File: src/rtl/trig_detect_pkg.sv
// Shared types and constants for the trigger qualifier: FSM state encoding,
// edge_sel condition codes and the start-condition helper.
package trig_detect_pkg;

  typedef enum logic [1:0] {
    IDLE    = 2'd0,
    ARMED   = 2'd1,
    FILTER  = 2'd2,
    HOLDOFF = 2'd3
  } state_e;

  localparam logic [1:0] EDGE_RISE  = 2'b00;
  localparam logic [1:0] EDGE_FALL  = 2'b01;
  localparam logic [1:0] EDGE_BOTH  = 2'b10;
  localparam logic [1:0] LEVEL_HIGH = 2'b11;

  // True when a valid sample starts a qualification run in the given mode;
  // prev is the last valid sample seen while armed.
  function automatic logic start_hit(input logic [1:0] mode,
                                     input logic       smp,
                                     input logic       vld,
                                     input logic       prev);
    logic hit;
    hit = 1'b0;
    case (mode)
      EDGE_RISE:  hit = smp & ~prev;
      EDGE_FALL:  hit = ~smp & prev;
      EDGE_BOTH:  hit = smp ^ prev;
      LEVEL_HIGH: hit = smp;
      default:    hit = 1'b0;
    endcase
    return vld & hit;
  endfunction

endpackage

File: src/rtl/trig_detect_qualify.sv
// Down-counter shared by the FILTER and HOLDOFF phases of trig_detect:
// synchronous load (priority), decrement, and a zero flag.
module trig_qualify #(
  parameter int W = 16
) (
  input  logic         clock_i,
  input  logic         reset_i,
  input  logic         load_i,
  input  logic [W-1:0] load_val_i,
  input  logic         dec_i,
  output logic         zero_o
);

  logic [W-1:0] cnt_q, cnt_d;

  always_comb begin
    cnt_d = cnt_q;
    if (load_i) begin
      cnt_d = load_val_i;
    end else if (dec_i && (cnt_q != '0)) begin
      cnt_d = cnt_q - W'(1);
    end
  end

  always_ff @(posedge clock_i) begin
    if (reset_i) begin
      cnt_q <= '0;
    end else begin
      cnt_q <= cnt_d;
    end
  end

  assign zero_o = (cnt_q == '0);

endmodule

File: src/rtl/trig_detect.sv
// Trigger qualifier: edge/level detection with glitch filter and holdoff.
// Define TRIG_COUNT_EN to build the trigger counter and sticky wrap flag.
module trig_detect
  import trig_detect_pkg::*;
#(
  parameter int FILTER_BITS  = 8,
  parameter int HOLDOFF_BITS = 16,
  parameter int COUNT_BITS   = 32
) (
  input  logic                    clock_i,
  input  logic                    reset_i,
  input  logic                    arm_i,
  input  logic [1:0]              edge_sel_i,
  input  logic [FILTER_BITS-1:0]  filter_i,
  input  logic [HOLDOFF_BITS-1:0] holdoff_i,
  input  logic                    in_i,
  input  logic                    in_valid_i,
  output logic                    trig_o,
  output logic                    armed_o,
  output logic                    busy_o,
  output logic [COUNT_BITS-1:0]   trig_count_o,
  output logic                    count_ovf_o
);

  localparam int QW = (FILTER_BITS > HOLDOFF_BITS) ? FILTER_BITS : HOLDOFF_BITS;

  state_e                  state_q, state_d;
  logic                    trig_q, trig_d;
  logic                    prev_q, prev_d;
  logic                    tgt_q, tgt_d;
  logic [1:0]              mode_q, mode_d;
  logic [FILTER_BITS-1:0]  filt_q, filt_d;
  logic [HOLDOFF_BITS-1:0] hold_q, hold_d;

  logic          q_load, q_dec, q_zero;
  logic [QW-1:0] q_val;
  logic          fire, hit, good;

  trig_qualify #(.W(QW)) u_qual (
    .clock_i    (clock_i),
    .reset_i    (reset_i),
    .load_i     (q_load),
    .load_val_i (q_val),
    .dec_i      (q_dec),
    .zero_o     (q_zero)
  );

  assign hit  = start_hit(mode_q, in_i, in_valid_i, prev_q);
  assign good = in_valid_i && (in_i == tgt_q);

  // Counter values are stored minus one so that FILTER lasts F cycles and
  // HOLDOFF lasts H cycles including the trigger cycle.
  always_comb begin
    state_d = state_q;
    trig_d  = 1'b0;
    prev_d  = prev_q;
    tgt_d   = tgt_q;
    mode_d  = mode_q;
    filt_d  = filt_q;
    hold_d  = hold_q;
    q_load  = 1'b0;
    q_dec   = 1'b0;
    q_val   = '0;
    fire    = 1'b0;

    case (state_q)
      IDLE: begin
        prev_d = in_i & in_valid_i;
        if (arm_i) begin
          state_d = ARMED;
          mode_d  = edge_sel_i;
          filt_d  = filter_i;
          hold_d  = holdoff_i;
        end
      end
      ARMED: begin
        if (in_valid_i) prev_d = in_i;
        if (hit) begin
          tgt_d = (mode_q == LEVEL_HIGH) ? 1'b1 : in_i;
          if (filt_q == '0) begin
            fire = 1'b1;
          end else begin
            state_d = FILTER;
            q_load  = 1'b1;
            q_val   = QW'(filt_q) - QW'(1);
          end
        end
      end
      FILTER: begin
        if (in_valid_i) prev_d = in_i;
        if (!good) begin
          state_d = ARMED;
        end else if (q_zero) begin
          fire = 1'b1;
        end else begin
          q_dec = 1'b1;
        end
      end
      HOLDOFF: begin
        if (in_valid_i) prev_d = in_i;
        if (q_zero) begin
          state_d = ARMED;
        end else begin
          q_dec = 1'b1;
        end
      end
      default: state_d = IDLE;
    endcase

    if (fire) begin
      trig_d = 1'b1;
      if (hold_q == '0) begin
        state_d = ARMED;
      end else begin
        state_d = HOLDOFF;
        q_load  = 1'b1;
        q_val   = QW'(hold_q) - QW'(1);
      end
    end

    // Disarm wins over everything, including a trigger due this cycle.
    if (!arm_i && (state_q != IDLE)) begin
      state_d = IDLE;
      trig_d  = 1'b0;
      q_load  = 1'b0;
      q_dec   = 1'b0;
    end
  end

  always_ff @(posedge clock_i) begin
    if (reset_i) begin
      state_q <= IDLE;
      trig_q  <= 1'b0;
      prev_q  <= 1'b0;
    end else begin
      state_q <= state_d;
      trig_q  <= trig_d;
      prev_q  <= prev_d;
    end
  end

  always_ff @(posedge clock_i) begin
    tgt_q  <= tgt_d;
    mode_q <= mode_d;
    filt_q <= filt_d;
    hold_q <= hold_d;
  end

  assign trig_o  = trig_q;
  assign armed_o = (state_q != IDLE);
  assign busy_o  = (state_q == FILTER) || (state_q == HOLDOFF);

`ifdef TRIG_COUNT_EN
  logic [COUNT_BITS-1:0] cnt_q, cnt_d;
  logic                  ovf_q, ovf_d;
  logic                  cnt_clr;

  assign cnt_clr = (state_q == IDLE) && arm_i;

  always_comb begin
    cnt_d = cnt_q;
    ovf_d = ovf_q;
    if (cnt_clr) begin
      cnt_d = '0;
      ovf_d = 1'b0;
    end else if (trig_d) begin
      cnt_d = cnt_q + COUNT_BITS'(1);
      if (cnt_q == '1) ovf_d = 1'b1;
    end
  end

  always_ff @(posedge clock_i) begin
    if (reset_i) begin
      cnt_q <= '0;
      ovf_q <= 1'b0;
    end else begin
      cnt_q <= cnt_d;
      ovf_q <= ovf_d;
    end
  end

  assign trig_count_o = cnt_q;
  assign count_ovf_o  = ovf_q;
`else
  assign trig_count_o = '0;
  assign count_ovf_o  = 1'b0;
`endif

endmodule

File: config.mk
export PLATFORM = sky130hd
export DESIGN_NAME = trig_detect
export DESIGN_NICKNAME = d
export VERILOG_FILES = /design/src/rtl/trig_detect_pkg.sv /design/src/rtl/trig_detect_qualify.sv /design/src/rtl/trig_detect.sv
export SDC_FILE = /design/constraint.sdc
export NUM_CORES = 1
export LEC_CHECK = 0
export BUFFER_PORTS_ARGS = -buffer_cell sky130_fd_sc_hd__buf_2
export CAP_MARGIN = 5
export CORE_MARGIN = 5
export CORE_UTILIZATION = 53
export CTS_CLUSTER_DIAMETER = 60
export DETAILED_ROUTE_END_ITERATION = 10
export PLACE_DENSITY = 0.78
export SYNTH_ARGS = -nofsm -noshare
export SYNTH_HDL_FRONTEND = slang
export SYNTH_HIERARCHICAL = 1
export SYNTH_SLANG_ARGS = --single-unit
File: constraint.sdc
create_clock -name clock_i -period 7.2 [get_ports clock_i]
set_clock_uncertainty 0.1 [all_clocks]
set_input_delay 1.08 -clock clock_i [delete_from_list [all_inputs] [get_ports clock_i]]
set_output_delay 1.08 -clock clock_i [all_outputs]
set_load 0.005 [all_outputs]
After elaboration in Yosys (flattened, before gate mapping). Cells that the tools add are included.

Register bits: 47. Latch bits: 0. Bits in writable memories: 0. Memory bits (read-only): 0. Input bits: 31. Output and inout bits: 36. Word-level logic and storage cells: 83. Memories: 0.

Add/subtract/negate cells: 3. $mul: 0. Div/mod/pow operators: 0. Order comparisons: 0. Equal/unequal tests: 13. Shifts and indexed selects: 0. Multiplexer cells: 34. Bitwise gates (word level): 7. Reduce and logical (&&, ||, !) cells: 18.

Operator list (count): two-way mux 16 bit (7); zero test 16 bit (2); subtractor 16 x 1 -> 16 bit, second input constant (2); nonzero test 16 bit (1); two-way mux 1 bit (15); != test 3 bit, second input constant (5); two-way mux 2 bit (7); subtractor 8 x 1 -> 9 bit, second input constant (1); equality test 2 bit, second input constant (4); zero test 8 bit (1); case mux 2 bit (4 select lines) (1); case mux 1 bit (2 select lines) (3); AND reduction 5 bit (1); bitwise AND 1 bit (4); equality test 2 x 1 -> 1 bit, second input constant (2); zero test 2 bit (2); case mux 1 bit (4 select lines) (1); AND reduction 2 bit (2); nonzero test 2 bit (2); logical AND 1 bit (3); OR reduction 3 bit (1); != test 2 x 1 -> 1 bit, second input constant (1); NOT 1 bit (2); OR reduction 2 bit (1); other kinds (4) (4).

Logic depth before layout (Yosys ltp). Gate-level depths: netlist of run 1.

Word-level depth: 10. Depth in mapped cells: 15. Depth with buffers taken out: 11.

Hierarchy. The synthesis of run 1 kept the hierarchy.

By module, submodules not included: trig_detect (times used 1, cells an instance 203, area an instance 2054.5 um^2, sequential area each 890.9 um^2); trig_qualify (times used 1, cells an instance 114, area an instance 944.7 um^2, sequential area each 320.3 um^2).

Least setup slack after synthesis of run 1. OpenSTA, ideal clock, no wires.

Kind: input to register. From: in in_i. To: reg u_qual.cnt_q[0]. Setup time: 0.086 ns. Data arrival time: 3.681 ns. Data required time: 7.014 ns. Path slack: 3.334 ns. Stages: 12. Path buffers: 3. Cells stage by stage: inv_1 -> ha_1 -> and2_1 -> o32ai_2 -> a21oi_2 -> or2_1 -> buf_2 -> buf_2 -> a21oi_1 -> clkinv_1 -> clkbuf_1 -> a211oi_1.

Word-level cells in the longest chain between the ends: 10. Elaborated cells on any way between the ends: 26. Classes of those cells: 1 x eq/ne; 17 x mux; 5 x bitwise; 3 x reduce/logical.

Ends and longest elaborated chain: from (decl) (line trig_detect.sv:16) `input logic in_i,`; NOT 1 bit (line trig_detect_pkg.sv:27) `EDGE_FALL: hit = ~smp & prev;`; bitwise AND 1 bit (line trig_detect_pkg.sv:27); case mux 1 bit (4 select lines) (line trig_detect_pkg.sv:25) `case (mode)`; bitwise AND 1 bit (line trig_detect_pkg.sv:32) `return vld & hit;`; two-way mux 1 bit (line trig_detect.sv:78) `if (hit) begin`; two-way mux 1 bit (line trig_detect.sv:66) `case (state_q)`; two-way mux 1 bit (line trig_detect.sv:112) `if (hold_q == '0) begin`; two-way mux 1 bit * (line trig_detect.sv:110) `if (fire) begin`; two-way mux 1 bit * (line trig_detect.sv:122) `if (!arm_i && (state_q != IDLE)) begin`; named net q_load (line trig_detect.sv:35) `logic q_load, q_dec, q_zero;`; two-way mux 16 bit / nonzero test 2 bit (equally long branches); to (signal assigned) (line trig_detect_qualify.sv:29) `cnt_q <= cnt_d;`; to (decl) (line trig_detect_qualify.sv:14) `logic [W-1:0] cnt_q, cnt_d;`.

Mark *: on every way through the listed nets, which the timed path passes. The rest lies on a longest branch. A chain may end at the register's enable or synchronous reset.

Worst setup path in the final report of run 1.
From: in in_i. To: reg u_qual.cnt_q[13].

The elaborated chain is that of the path after synthesis.

==> impl_table.tex, run 1 <==
\begin{tabular}{lr}
\hline
Metric & Value \\
\hline
\multicolumn{2}{l}{\textbf{Logic synthesis}} \\
\quad Distinct cells, synth & 54 \\
\quad Number of synthesized register bits & 47 \\
\quad Multiplexer share of the synthesized area & 1.00\% \\
\quad Cell count after synthesis & 317 \\
\quad Synthesized cell area & 3000 um\^{}2 \\
\quad Simple-gate share of the synthesized area & 22.0\% \\
\quad Sequential share of the synthesized area & 40.4\% \\
\quad Share of flip-flops with an asynchronous set or reset & 0\% \\
\quad Primary FF master, synth & sky130\_fd\_sc\_hd\_\_edfxtp\_1 \\
\quad Adder and majority cell fraction of the synthesized area & 4.17\% \\
\quad Post-synthesis compound-gate area fraction & 12.4\% \\
\quad Synthesized-area fraction occupied by xor and xnor cells & 8.18\% \\
\quad Number of enable flip-flop cells after synthesis & 27 \\
\quad Dominant combinational cell family by area after synthesis & simple AND/OR/NAND/NOR gates \\
\quad Avg Synthesized Cell Area & 9.46 um\^{}2 \\
\quad Yosys warnings & 6 \\
\multicolumn{2}{l}{\textbf{Power}} \\
\quad Logic pwr share & 20.2\% \\
\quad Pwr Density & 207 nW/um\^{}2 \\
\quad Switching power of the nets & 188 uW \\
\quad Static leakage & 1.18 nW \\
\quad Internal cell power & 468 uW \\
\quad IR Drop Worst-Case VDD & 0.114 mV \\
\quad Clock power share & 28.6\% \\
\quad Total power draw & 656 uW \\
\quad Share of total power in sequential cells & 51.1\% \\
\quad Switching share of total power & 28.6\% \\
\multicolumn{2}{l}{\textbf{STA}} \\
\quad Final Slew Violations & 0 \\
\quad Worst hold slack & 448 ps \\
\quad Fin. Hold Viols & 0 \\
\quad Slew at the pin closest to its max-slew limit & 1080 ps \\
\quad RSZ-0062 raised after global routing & false \\
\quad Endpoints failing setup & 0 \\
\quad Worst setup margin & 2800 ps \\
\quad Final critical path time including I/O delays and setup & 4400 ps \\
\quad Upper clock frequency limit & 227 MHz \\
\quad Max-Slew Margin vs Limit & 28.2\% \\
\quad Final TNS setup & 0 ps \\
\quad Share of the clock period used by the worst path & 61.1\% \\
\multicolumn{2}{l}{\textbf{Die}} \\
\quad Chip width & 85.2 um \\
\quad Initial Util & 54.5\% \\
\quad Chip Height & 85.2 um \\
\quad Die area & 7260 um\^{}2 \\
\quad Area of the core & 5510 um\^{}2 \\
\quad Num rows & 27 \\
\quad I/O pin total & 67 \\
\multicolumn{2}{l}{\textbf{Clock tree}} \\
\quad Clock tree from TritonCTS & built \\
\quad Post-cts gate resize count & 0 \\
\quad Clock input transition at the sequential cells of the worst setup and hold paths & 90 ps \\
\quad Worst-Skew Late Latency & 290 ps \\
\quad Setup fix buffers added after clock tree synthesis & 0 \\
\quad Number of levels the H-tree was split into & 2 \\
\quad Sinks on Clock Net & 47 \\
\quad \# hold bufs at CTS & 0 \\
\quad Number of buffers between clock root and the deepest sink & 2 \\
\quad Inserted Clock Buffers & 5 \\
\quad Cell at the root of the clock tree & sky130\_fd\_sc\_hd\_\_clkbuf\_8 \\
\multicolumn{2}{l}{\textbf{Cells and area}} \\
\quad Layout fillers & 488 \\
\quad Final Instance Area & 3180 um\^{}2 \\
\quad Syn-to-layout area delta & 5.92\% \\
\quad Diode insertion count for antenna repair & 0 \\
\quad Area occupied by registers & 1210 um\^{}2 \\
\quad Cell Count, Final, Fillers Out & 421 \\
\quad Multi-input combinational cell area & 1560 um\^{}2 \\
\quad Util after Layout & 57.7\% \\
\quad Share of layout cells above drive strength 1 & 15.5\% \\
\quad Final net count & 389 \\
\multicolumn{2}{l}{\textbf{Routing}} \\
\quad Routed wirelength normalized by instance count & 13.3 um \\
\quad Count of unresolved DRC violations after routing & 0 \\
\quad Iteration-0 DRC count of the detailed router & 123 \\
\quad Length of the first detailed-routing pass in iterations & 4 \\
\quad Post-DRT Antenna Nets & 0 \\
\quad Via density per instance & 5.45 \\
\quad Total Routed Length & 5.59 mm \\
\quad Via total after detailed routing & 2293 \\
\multicolumn{2}{l}{\textbf{Worst setup path}} \\
\quad Critical R2R Capture & u\_qual/cnt\_q[13] \\
\quad Library cell appearing most often on the critical path & sky130\_fd\_sc\_hd\_\_a21oi\_1 \\
\quad Reg2Reg Launch Point & u\_qual/cnt\_q[10] \\
\quad CP startpoint kind & input port \\
\quad Worst-path maximum fanout & 27 \\
\quad Crit path launch & in\_i \\
\quad Slowest stage delay, CP & 740 ps \\
\quad Flop2flop setup slack & 3000 ps \\
\quad Worst reg2reg path depth & 9 \\
\quad Series of cell instances along the critical path & buf\_2 > inv\_1 > ha\_1 > and2\_1 > o32ai\_2 > a21oi\_2 > or2\_1 > a21oi\_1 > clkinv\_1 > o21bai\_1 > a21oi\_1 \\
\quad Cell with the largest stage delay on the worst path & sky130\_fd\_sc\_hd\_\_clkinv\_1 \\
\quad Start-to-end type of the worst setup path & in -> reg \\
\quad Data required, critical path & 7260 ps \\
\quad Arrival time worst endpoint & 4460 ps \\
\quad Critical path endpoint category & flop \\
\multicolumn{2}{l}{\textbf{Place}} \\
\quad Placement Setup Slack & 2590 ps \\
\quad Inst Count DP & 413 \\
\quad Number of buffers inserted by port buffering & 33 \\
\quad Total cell area at the placement stage & 3070 um\^{}2 \\
\quad Final RePlAce weighted congestion & 0.865 \\
\quad Post-DP HPWL & 4.25 mm \\
\multicolumn{2}{l}{\textbf{Hold path}} \\
\quad Hold Path Sink & state\_q[0] \\
\quad Hold WC Path Type & reg -> reg \\
\quad Startpoint of the most critical hold path & state\_q[0] \\
\quad Cell depth of the worst min-delay path & 2 \\
\multicolumn{2}{l}{\textbf{GRT}} \\
\quad Vias in the first global route & 2150 \\
\quad Initial antenna violation count & 0 \\
\quad Global-route wire length before repair & 9.38 mm \\
\quad Global route total overflow & 0 \\
\quad Pin count of the biggest net entering global routing & 28 \\
\quad Overall global routing resource usage & 15.6\% \\
\multicolumn{2}{l}{\textbf{Flow run}} \\
\quad Number of max-cap violations & 0 \\
\multicolumn{2}{l}{\textbf{Run status}} \\
\quad Result of the run & finished clean \\
\hline
\end{tabular}
==> cell usage in the layout, fill, tap and decap left out, types with 2 or more instances in the layout <==
cell,instances
sky130_fd_sc_hd__nor2_1,33
sky130_fd_sc_hd__conb_1,33
sky130_fd_sc_hd__buf_2,33
sky130_fd_sc_hd__edfxtp_1,27
sky130_fd_sc_hd__nor3_1,20
sky130_fd_sc_hd__xnor2_1,20
sky130_fd_sc_hd__dfxtp_1,20
sky130_fd_sc_hd__nand2_1,17
sky130_fd_sc_hd__inv_1,12
sky130_fd_sc_hd__o21ai_0,11
sky130_fd_sc_hd__a211oi_1,11
sky130_fd_sc_hd__ha_1,10
sky130_fd_sc_hd__a21oi_1,9
sky130_fd_sc_hd__xor2_1,8
sky130_fd_sc_hd__nand3_1,6
sky130_fd_sc_hd__o211ai_1,6
sky130_fd_sc_hd__nor4_1,5
sky130_fd_sc_hd__and2_1,5
sky130_fd_sc_hd__clkbuf_8,5
sky130_fd_sc_hd__nor3b_1,4
sky130_fd_sc_hd__mux2i_1,3
sky130_fd_sc_hd__or4_4,3
sky130_fd_sc_hd__o221ai_1,3
sky130_fd_sc_hd__nand2b_1,3
sky130_fd_sc_hd__nor2b_1,3
sky130_fd_sc_hd__o21bai_1,3
sky130_fd_sc_hd__a311oi_1,3
sky130_fd_sc_hd__or3_2,3
sky130_fd_sc_hd__nand4b_1,2
sky130_fd_sc_hd__and4_1,2
sky130_fd_sc_hd__nand3b_1,2
sky130_fd_sc_hd__or3_1,2
sky130_fd_sc_hd__clkbuf_1,2
sky130_fd_sc_hd__o21ai_2,2
==> kinds of logic after synthesis <==
logic type	after synthesis
AOI/OAI and AO/OA	53
and+or+nand+nor	121
other	1
muxes	3
adders and majority gates	10
buffers and inverters	54
DFF	47
xor gates and xnor gates	28
==> Yosys cell counts, types with 8 or more instances <==
cell | instances | area [um^2]
sky130_fd_sc_hd__nor3_1 | 20 | 100
sky130_fd_sc_hd__a21oi_1 | 9 | 45.0
sky130_fd_sc_hd__nor2_1 | 33 | 124
sky130_fd_sc_hd__xor2_1 | 8 | 70.1
sky130_fd_sc_hd__inv_1 | 12 | 45.0
sky130_fd_sc_hd__ha_1 | 10 | 125
sky130_fd_sc_hd__a211oi_1 | 11 | 82.6
sky130_fd_sc_hd__buf_4 | 33 | 248
sky130_fd_sc_hd__edfxtp_1 | 27 | 811
sky130_fd_sc_hd__nand2_1 | 17 | 63.8
sky130_fd_sc_hd__xnor2_1 | 20 | 175
sky130_fd_sc_hd__dfxtp_1 | 20 | 400
sky130_fd_sc_hd__o21ai_0 | 11 | 55.1
==> worst max path at each step <==
stage / end / slack (ps)
after floorplan: u_qual/cnt_q[0] / 3330
after global placement: u_qual/cnt_q[14] / 2780
after detailed placement: u_qual/cnt_q[13] / 2590
after CTS: u_qual/cnt_q[13] / 2880
after global routing: u_qual/cnt_q[13] / 2440
final: u_qual/cnt_q[13] / 2800
==> worst max-delay path: cells and delay by family <==
family,cells,cell delay [ps]
buf+inv,3,950
fa+ha+maj,1,280
compound gates,5,1530
simple gates,2,610
==> area by class of cell <==
class | count | area share (%)
multi-input combinational | 248 | 49.0
sequential | 47 | 38.1
timing repair buffer | 33 | 5.20
tap | 72 | 2.84
clock buffer | 7 | 2.40
inverter | 13 | 1.54
clock inverter | 1 | 0.945
==> state kept, by name, summed over array words and instances, names as in the netlist <==
| signal | cells |
|---|---|
| hold_q | 16 |
| u_qual/cnt_q | 16 |
| filt_q | 8 |
| mode_q | 2 |
| state_q | 2 |
| prev_q | 1 |
| tgt_q | 1 |
| trig_o | 1 |
==> power groups by stage <==
stage | clock, mW | combinational (mW) | sequential (mW)
after global placement | 0 | 0.126 | 0.340
after floorplan | 0 | 0.119 | 0.336
final | 0.188 | 0.133 | 0.336
after global routing | 0.206 | 0.148 | 0.340
after detailed placement | 0 | 0.131 | 0.341
after CTS | 0.192 | 0.132 | 0.335
==> metal layers <==
metal	vias to the layer above	routed length, um	part of all wire, %	global-route usage (%)
met2	79	2580	46	26.0
met3	10	395	7.1	3.50
met4	0	102	1.8	5.90
li1	1133	-	-	-
met1	1071	2510	45	19.7
met5	-	0	0	0
Power figures use the tool's default switching activity.
==> run 2: changes to the inputs <==
- CORE_UTILIZATION: 53 -> 49
- PLACE_DENSITY: 0.78 -> 0.76
- clock period: 7.2 -> 3.8 ns (I/O delays scaled with it)
==> impl_table.tex, run 2 (same netlist as run 1, synthesis figures left out) <==
\begin{tabular}{lr}
\hline
Metric & Value \\
\hline
\multicolumn{2}{l}{\textbf{STA}} \\
\quad Worst hold slack & 342 ps (was 448 ps) \\
\quad Slew at the pin closest to its max-slew limit & 1100 ps (was 1080 ps) \\
\quad Final Slew Violations & 0 (unchanged) \\
\quad Final TNS setup & 0 ps (unchanged) \\
\quad Upper clock frequency limit & 307 MHz \\
\quad Share of the clock period used by the worst path & 85.7\% \\
\quad Worst setup margin & 544 ps (was 2800 ps) \\
\quad Final critical path time including I/O delays and setup & 3260 ps \\
\quad Max-Slew Margin vs Limit & 26.7\% (was 28.2\%) \\
\quad RSZ-0062 raised after global routing & false (unchanged) \\
\quad Fin. Hold Viols & 0 (unchanged) \\
\quad Endpoints failing setup & 0 (unchanged) \\
\multicolumn{2}{l}{\textbf{Cells and area}} \\
\quad Multi-input combinational cell area & 1560 um\^{}2 (unchanged) \\
\quad Diode insertion count for antenna repair & 0 (unchanged) \\
\quad Layout fillers & 539 (was 488) \\
\quad Final Instance Area & 3190 um\^{}2 (was 3180 um\^{}2) \\
\quad Area occupied by registers & 1210 um\^{}2 (unchanged) \\
\quad Final net count & 393 (was 389) \\
\quad Most frequent cells in the layout & sky130\_fd\_sc\_hd\_\_nor2\_1 (33), sky130\_fd\_sc\_hd\_\_conb\_1 (33), sky130\_fd\_sc\_hd\_\_buf\_2 (33) (unchanged) \\
\quad Syn-to-layout area delta & 6.34\% (was 5.92\%) \\
\quad Leading registers by flop count & hold\_q: 16 flops, u\_qual/cnt\_q: 16 flops, filt\_q: 8 flops (unchanged) \\
\quad Share of layout cells above drive strength 1 & 16.7\% (was 15.5\%) \\
\multicolumn{2}{l}{\textbf{Routing}} \\
\quad Via total after detailed routing & 2225 (was 2293) \\
\quad Routed wirelength normalized by instance count & 12.8 um (was 13.3 um) \\
\quad Total Routed Length & 5.47 mm (was 5.59 mm) \\
\quad Iteration-0 DRC count of the detailed router & 123 (unchanged) \\
\quad Post-DRT Antenna Nets & 0 (unchanged) \\
\quad Count of unresolved DRC violations after routing & 0 (unchanged) \\
\quad Length of the first detailed-routing pass in iterations & 4 (unchanged) \\
\quad Via density per instance & 5.20 (was 5.45) \\
\multicolumn{2}{l}{\textbf{Flow run}} \\
\quad Number of max-cap violations & 0 (unchanged) \\
\multicolumn{2}{l}{\textbf{Die}} \\
\quad Area of the core & 5920 um\^{}2 (was 5510 um\^{}2) \\
\quad Chip width & 88.2 um (was 85.2 um) \\
\quad Initial Util & 50.7\% (was 54.5\%) \\
\quad Die area & 7790 um\^{}2 (was 7260 um\^{}2) \\
\quad Chip Height & 88.2 um (was 85.2 um) \\
\quad I/O pin total & 67 (unchanged) \\
\quad Num rows & 28 (was 27) \\
\multicolumn{2}{l}{\textbf{Place}} \\
\quad Placement Setup Slack & 530 ps (was 2590 ps) \\
\quad Number of buffers inserted by port buffering & 33 (unchanged) \\
\quad Final RePlAce weighted congestion & 0.841 (was 0.865) \\
\quad Total cell area at the placement stage & 3100 um\^{}2 (was 3070 um\^{}2) \\
\quad Post-DP HPWL & 4.22 mm (was 4.25 mm) \\
\multicolumn{2}{l}{\textbf{Worst setup path}} \\
\quad CP startpoint kind & flop (was input port) \\
\quad Start-to-end type of the worst setup path & reg -> reg (was in -> reg) \\
\quad Flop2flop setup slack & 540 ps (was 3000 ps) \\
\quad Arrival time worst endpoint & 3340 ps (was 4460 ps) \\
\quad Critical path endpoint category & flop (unchanged) \\
\quad Worst-path maximum fanout & 16 (was 27) \\
\quad Data required, critical path & 3880 ps (was 7260 ps) \\
\multicolumn{2}{l}{\textbf{GRT}} \\
\quad Pin count of the biggest net entering global routing & 27 (was 28) \\
\quad Grt met3 use & 3.54\% (was 3.50\%) \\
\quad Global route total overflow & 0 (unchanged) \\
\quad Met1 GRT Util & 18.6\% (was 19.7\%) \\
\quad Vias in the first global route & 2036 (was 2150) \\
\quad Met2 Usage GRT & 25.1\% (was 26.0\%) \\
\quad Busiest layer in global routing & met2 (unchanged) \\
\quad Initial antenna violation count & 0 (unchanged) \\
\quad Overall global routing resource usage & 14.9\% (was 15.6\%) \\
\quad Global-route wire length before repair & 9.07 mm (was 9.38 mm) \\
\multicolumn{2}{l}{\textbf{Power}} \\
\quad IR Drop Worst-Case VDD & 0.240 mV (was 0.114 mV) \\
\quad Static leakage & 1.18 nW (about the same) \\
\quad Pwr Density & 371 nW/um\^{}2 (was 207 nW/um\^{}2) \\
\quad Total power draw & 1.18 mW (was 656 uW) \\
\multicolumn{2}{l}{\textbf{Clock tree}} \\
\quad Post-cts gate resize count & 0 (unchanged) \\
\quad Clock input transition at the sequential cells of the worst setup and hold paths & 90 ps (about the same) \\
\quad Sinks on Clock Net & 47 (unchanged) \\
\quad \# hold bufs at CTS & 0 (unchanged) \\
\quad Inserted Clock Buffers & 5 (unchanged) \\
\quad Number of buffers between clock root and the deepest sink & 2 (unchanged) \\
\quad Worst-Skew Late Latency & 300 ps (was 290 ps) \\
\quad Clock tree from TritonCTS & built (unchanged) \\
\quad Setup fix buffers added after clock tree synthesis & 0 (unchanged) \\
\quad Number of levels the H-tree was split into & 2 (unchanged) \\
\quad Cell at the root of the clock tree & sky130\_fd\_sc\_hd\_\_clkbuf\_8 (unchanged) \\
\multicolumn{2}{l}{\textbf{Hold path}} \\
\quad Hold WC Path Type & in -> reg (was reg -> reg) \\
\multicolumn{2}{l}{\textbf{Run status}} \\
\quad Result of the run & finished clean (unchanged) \\
\hline
\end{tabular}
==> run 2: changes by cell type in the layout (fill, tap and decap cells not counted), sizes merged <==
cell,change
clkinvlp,+2
clkbuf,-1
buf,+4
bufinv,-1
==> run 2: final timing paths <==
path / start / to / depth (start not counted)
worst max register to register: u_qual/cnt_q[7] / u_qual/cnt_q[12] / 10
worst min-delay path: holdoff_i[9] / hold_q[9] / 1
worst min register to register: state_q[0] / state_q[0] / 2
worst max-delay path: u_qual/cnt_q[7] / u_qual/cnt_q[12] / 10
==> run 2: per-layer routing <==
layer	part of all wire [%]	wire length, um	vias up
li1	-	-	1144
met1	43	2330	981
met4	2.2	121	0
met3	8.9	488	11
met5	0	0	-
met2	46	2520	89
==> run 2: final cells by class <==
| type | instances | area share, % |
|---|---|---|
| sequential | 47 | 38.0 |
| timing repair buffer | 37 | 6.12 |
| inverter | 13 | 1.53 |
| clock inverter | 2 | 0.392 |
| tap | 75 | 2.94 |
| multi-input combinational | 248 | 48.8 |
| clock buffer | 6 | 2.28 |
==> run 2: worst max-delay path, cell delays in order, from the launching register on <==
cell and delay, ps:
sky130_fd_sc_hd__dfxtp_1 360, sky130_fd_sc_hd__or4_4 550, sky130_fd_sc_hd__and4bb_2 530, sky130_fd_sc_hd__and4_1 280, sky130_fd_sc_hd__a21oi_2 90, sky130_fd_sc_hd__or2_1 250, sky130_fd_sc_hd__a21oi_1 180, sky130_fd_sc_hd__clkinv_1 290
sky130_fd_sc_hd__buf_4 290, sky130_fd_sc_hd__nor2_1 140, sky130_fd_sc_hd__a311oi_1 60
==> run 2: metrics by stage <==
step           utilization [%]  cells
2_1_floorplan                -    349
3_3_place_gp              52.4    420
4_1_cts                   53.9    428
5_1_grt                   53.9    428
3_5_place_dp              52.4    420
6_report                  53.9    428
==> run 2: power breakdown <==
| part | internal (mW) | switching [mW] | leakage [nW] | total [mW] |
|---|---|---|---|---|
| clock network | 0.128 | 0.165 | 0.0374 | 0.293 |
| registers | 0.592 | 0.0428 | 0.420 | 0.635 |
| logic | 0.102 | 0.153 | 0.727 | 0.255 |
| total | 0.823 | 0.361 | 1.18 | 1.18 |
==> run 3: changes to the inputs <==
- CELL_PAD_IN_SITES_DETAIL_PLACEMENT: not set -> 0
- CELL_PAD_IN_SITES_GLOBAL_PLACEMENT: not set -> 1
- CORE_ASPECT_RATIO: not set -> 1.4
- CORE_UTILIZATION: 49 -> 41
- PLACE_DENSITY: 0.76 -> not set
- PLACE_DENSITY_LB_ADDON: not set -> 0.1
- clock period: 3.8 -> 3.6 ns (I/O delays scaled with it)
==> impl_table.tex, run 3 (same netlist as run 1, synthesis figures left out) <==
\begin{tabular}{lr}
\hline
Metric & Value \\
\hline
\multicolumn{2}{l}{\textbf{Run status}} \\
\quad Result of the run & finished clean (unchanged) \\
\multicolumn{2}{l}{\textbf{Hold path}} \\
\quad Startpoint of the most critical hold path & edge\_sel\_i[1] (was holdoff\_i[9]) \\
\quad Hold Path Sink & mode\_q[1] (was hold\_q[9]) \\
\quad Hold WC Path Type & in -> reg (unchanged) \\
\quad Cell depth of the worst min-delay path & 1 (unchanged) \\
\multicolumn{2}{l}{\textbf{Power}} \\
\quad Switching power of the nets & 372 uW (was 361 uW) \\
\quad Internal cell power & 946 uW (was 823 uW) \\
\quad Clock power share & 27.8\% (was 24.8\%) \\
\quad Static leakage & 1.21 nW (was 1.18 nW) \\
\quad Pwr Density & 405 nW/um\^{}2 (was 371 nW/um\^{}2) \\
\quad Logic pwr share & 21.3\% (was 21.5\%) \\
\quad Total power draw & 1.32 mW (was 1.18 mW) \\
\quad IR Drop Worst-Case VDD & 0.216 mV (was 0.240 mV) \\
\quad Switching share of total power & 28.2\% (was 30.5\%) \\
\quad Share of total power in sequential cells & 50.9\% (was 53.7\%) \\
\multicolumn{2}{l}{\textbf{Clock tree}} \\
\quad Sinks on Clock Net & 47 (unchanged) \\
\quad Clock tree from TritonCTS & built (unchanged) \\
\quad Number of levels the H-tree was split into & 2 (unchanged) \\
\quad Inserted Clock Buffers & 5 (unchanged) \\
\quad Cell at the root of the clock tree & sky130\_fd\_sc\_hd\_\_clkbuf\_8 (unchanged) \\
\quad Clock input transition at the sequential cells of the worst setup and hold paths & 90 ps (about the same) \\
\quad Number of buffers between clock root and the deepest sink & 2 (unchanged) \\
\quad Setup fix buffers added after clock tree synthesis & 0 (unchanged) \\
\quad \# hold bufs at CTS & 0 (unchanged) \\
\quad Post-cts gate resize count & 0 (unchanged) \\
\quad Worst-Skew Late Latency & 290 ps (was 300 ps) \\
\multicolumn{2}{l}{\textbf{STA}} \\
\quad RSZ-0062 raised after global routing & false (unchanged) \\
\quad Worst hold slack & 323 ps (was 342 ps) \\
\quad Max-Slew Margin vs Limit & 30.3\% (was 26.7\%) \\
\quad Upper clock frequency limit & 340 MHz (was 307 MHz) \\
\quad Fin. Hold Viols & 0 (unchanged) \\
\quad Worst setup margin & 656 ps (was 544 ps) \\
\quad Final critical path time including I/O delays and setup & 2940 ps (was 3260 ps) \\
\quad Endpoints failing setup & 0 (unchanged) \\
\quad Final TNS setup & 0 ps (unchanged) \\
\quad Slew at the pin closest to its max-slew limit & 1040 ps (was 1100 ps) \\
\quad Share of the clock period used by the worst path & 81.8\% (was 85.7\%) \\
\quad Final Slew Violations & 0 (unchanged) \\
\multicolumn{2}{l}{\textbf{Die}} \\
\quad Num rows & 37 (was 28) \\
\quad I/O pin total & 67 (unchanged) \\
\quad Area of the core & 7270 um\^{}2 (was 5920 um\^{}2) \\
\quad Chip width & 82.3 um (was 88.2 um) \\
\quad Die area & 9150 um\^{}2 (was 7790 um\^{}2) \\
\quad Initial Util & 41.3\% (was 50.7\%) \\
\quad Chip Height & 111 um (was 88.2 um) \\
\multicolumn{2}{l}{\textbf{Cells and area}} \\
\quad Share of layout cells above drive strength 1 & 16.9\% (was 16.7\%) \\
\quad Most frequent cells in the layout & sky130\_fd\_sc\_hd\_\_nor2\_1 (33), sky130\_fd\_sc\_hd\_\_conb\_1 (33), sky130\_fd\_sc\_hd\_\_buf\_2 (33) (unchanged) \\
\quad Cell Count, Final, Fillers Out & 451 (was 428) \\
\quad Final net count & 395 (was 393) \\
\quad Diode insertion count for antenna repair & 0 (unchanged) \\
\quad Layout fillers & 744 (was 539) \\
\quad Leading registers by flop count & hold\_q: 16 flops, u\_qual/cnt\_q: 16 flops, filt\_q: 8 flops (unchanged) \\
\quad Syn-to-layout area delta & 8.34\% (was 6.34\%) \\
\multicolumn{2}{l}{\textbf{Worst setup path}} \\
\quad Worst reg2reg path depth & 10 (unchanged) \\
\quad Critical path endpoint category & flop (unchanged) \\
\quad CP startpoint kind & flop (unchanged) \\
\quad Critical R2R Capture & u\_qual/cnt\_q[4] (was u\_qual/cnt\_q[12]) \\
\quad Worst-path maximum fanout & 14 (was 16) \\
\quad Flop2flop setup slack & 660 ps (was 540 ps) \\
\quad Arrival time worst endpoint & 3050 ps (was 3340 ps) \\
\quad Data required, critical path & 3710 ps (was 3880 ps) \\
\quad Reg2Reg Launch Point & u\_qual/cnt\_q[0] (was u\_qual/cnt\_q[7]) \\
\quad Start-to-end type of the worst setup path & reg -> reg (unchanged) \\
\multicolumn{2}{l}{\textbf{Place}} \\
\quad Inst Count DP & 444 (was 420) \\
\quad Number of buffers inserted by port buffering & 33 (unchanged) \\
\quad Final RePlAce weighted congestion & 0.801 (was 0.841) \\
\quad Post-DP HPWL & 4.62 mm (was 4.22 mm) \\
\quad Placement Setup Slack & 499 ps (was 530 ps) \\
\multicolumn{2}{l}{\textbf{Routing}} \\
\quad Via density per instance & 4.86 (was 5.20) \\
\quad Length of the first detailed-routing pass in iterations & 4 (unchanged) \\
\quad Total length of routed met2 wires & 2.88 mm (was 2.52 mm) \\
\quad Total Routed Length & 5.75 mm (was 5.47 mm) \\
\quad Routed wirelength normalized by instance count & 12.7 um (was 12.8 um) \\
\quad Post-DRT Antenna Nets & 0 (unchanged) \\
\quad Via total after detailed routing & 2190 (was 2225) \\
\quad Top metal layer carrying routed signals & met4 (unchanged) \\
\quad Routed met1 length & 2.49 mm (was 2.33 mm) \\
\quad Count of unresolved DRC violations after routing & 0 (unchanged) \\
\quad Iteration-0 DRC count of the detailed router & 67 (was 123) \\
\quad WL met3 & 297 um (was 488 um) \\
\multicolumn{2}{l}{\textbf{GRT}} \\
\quad Global route total overflow & 0 (unchanged) \\
\quad Pin count of the biggest net entering global routing & 28 (was 27) \\
\quad Global-route wire length before repair & 9.91 mm (was 9.07 mm) \\
\quad Overall global routing resource usage & 13.7\% (was 14.9\%) \\
\quad Initial antenna violation count & 0 (unchanged) \\
\quad Vias in the first global route & 2159 (was 2036) \\
\multicolumn{2}{l}{\textbf{Flow run}} \\
\quad Number of max-cap violations & 0 (unchanged) \\
\hline
\end{tabular}
==> run 3: cell count changes in the layout (fill, tap and decap cells not counted) <==
cell,delta
sky130_fd_sc_hd__clkinvlp_2,-1
sky130_fd_sc_hd__buf_4,+2
sky130_fd_sc_hd__clkinvlp_4,-1
sky130_fd_sc_hd__bufinv_16,+1
==> run 3: per-stage QoR <==
stage	util (%)	cell area, um^2
global placement	43.3	3150
floorplan	-	3120
CTS	44.7	3250
detailed placement	43.3	3150
finish	44.7	3250
global route	44.7	3250
==> run 3: power groups by stage <==
| stage | sequential, mW | combinational (mW) | clock [mW] |
|---|---|---|---|
| finish | 0.671 | 0.281 | 0.366 |
| global route | 0.680 | 0.322 | 0.401 |
| CTS | 0.671 | 0.286 | 0.384 |
| detailed placement | 0.684 | 0.284 | 0 |
| global placement | 0.684 | 0.283 | 0 |
| floorplan | 0.672 | 0.238 | 0 |
==> run 3: worst max-delay path: stages, from the launching register on <==
cell	delay (ps)
sky130_fd_sc_hd__dfxtp_1	380
sky130_fd_sc_hd__inv_1	60
sky130_fd_sc_hd__ha_1	250
sky130_fd_sc_hd__nor3b_1	150
sky130_fd_sc_hd__and4bb_2	260
sky130_fd_sc_hd__buf_4	190
sky130_fd_sc_hd__nor3_1	190
sky130_fd_sc_hd__buf_4	180
sky130_fd_sc_hd__or4bb_1	430
sky130_fd_sc_hd__or3_2	420
sky130_fd_sc_hd__a311oi_1	250
==> run 3: layout make-up <==
type	count	area (um^2)	share of cell area (%)
Multi-Input combinational cell	248	1560	47.9
Sequential cell	47	1210	37.3
Timing Repair Buffer	39	210	6.47
Tap cell	97	121	3.74
Clock buffer	6	72.6	2.23
Inverter	13	48.8	1.50
Clock inverter	1	30.0	0.924
==> run 3: how the worst max path moves through the flow <==
stage                               start                to  cells after the start
after floorplan           u_qual/cnt_q[7]  u_qual/cnt_q[10]                     12
after global placement               in_i   u_qual/cnt_q[4]                     11
after detailed placement             in_i   u_qual/cnt_q[4]                     11
after CTS                 u_qual/cnt_q[0]   u_qual/cnt_q[4]                     10
after global routing      u_qual/cnt_q[0]   u_qual/cnt_q[4]                     10
final                     u_qual/cnt_q[0]   u_qual/cnt_q[4]                     10
==> run 3: metal layers <==
layer | up-vias | track usage [%]
met5 | - | 0
met4 | 0 | 4.77
met3 | 6 | 2.93
met2 | 51 | 22.3
met1 | 986 | 17.7
li1 | 1147 | -
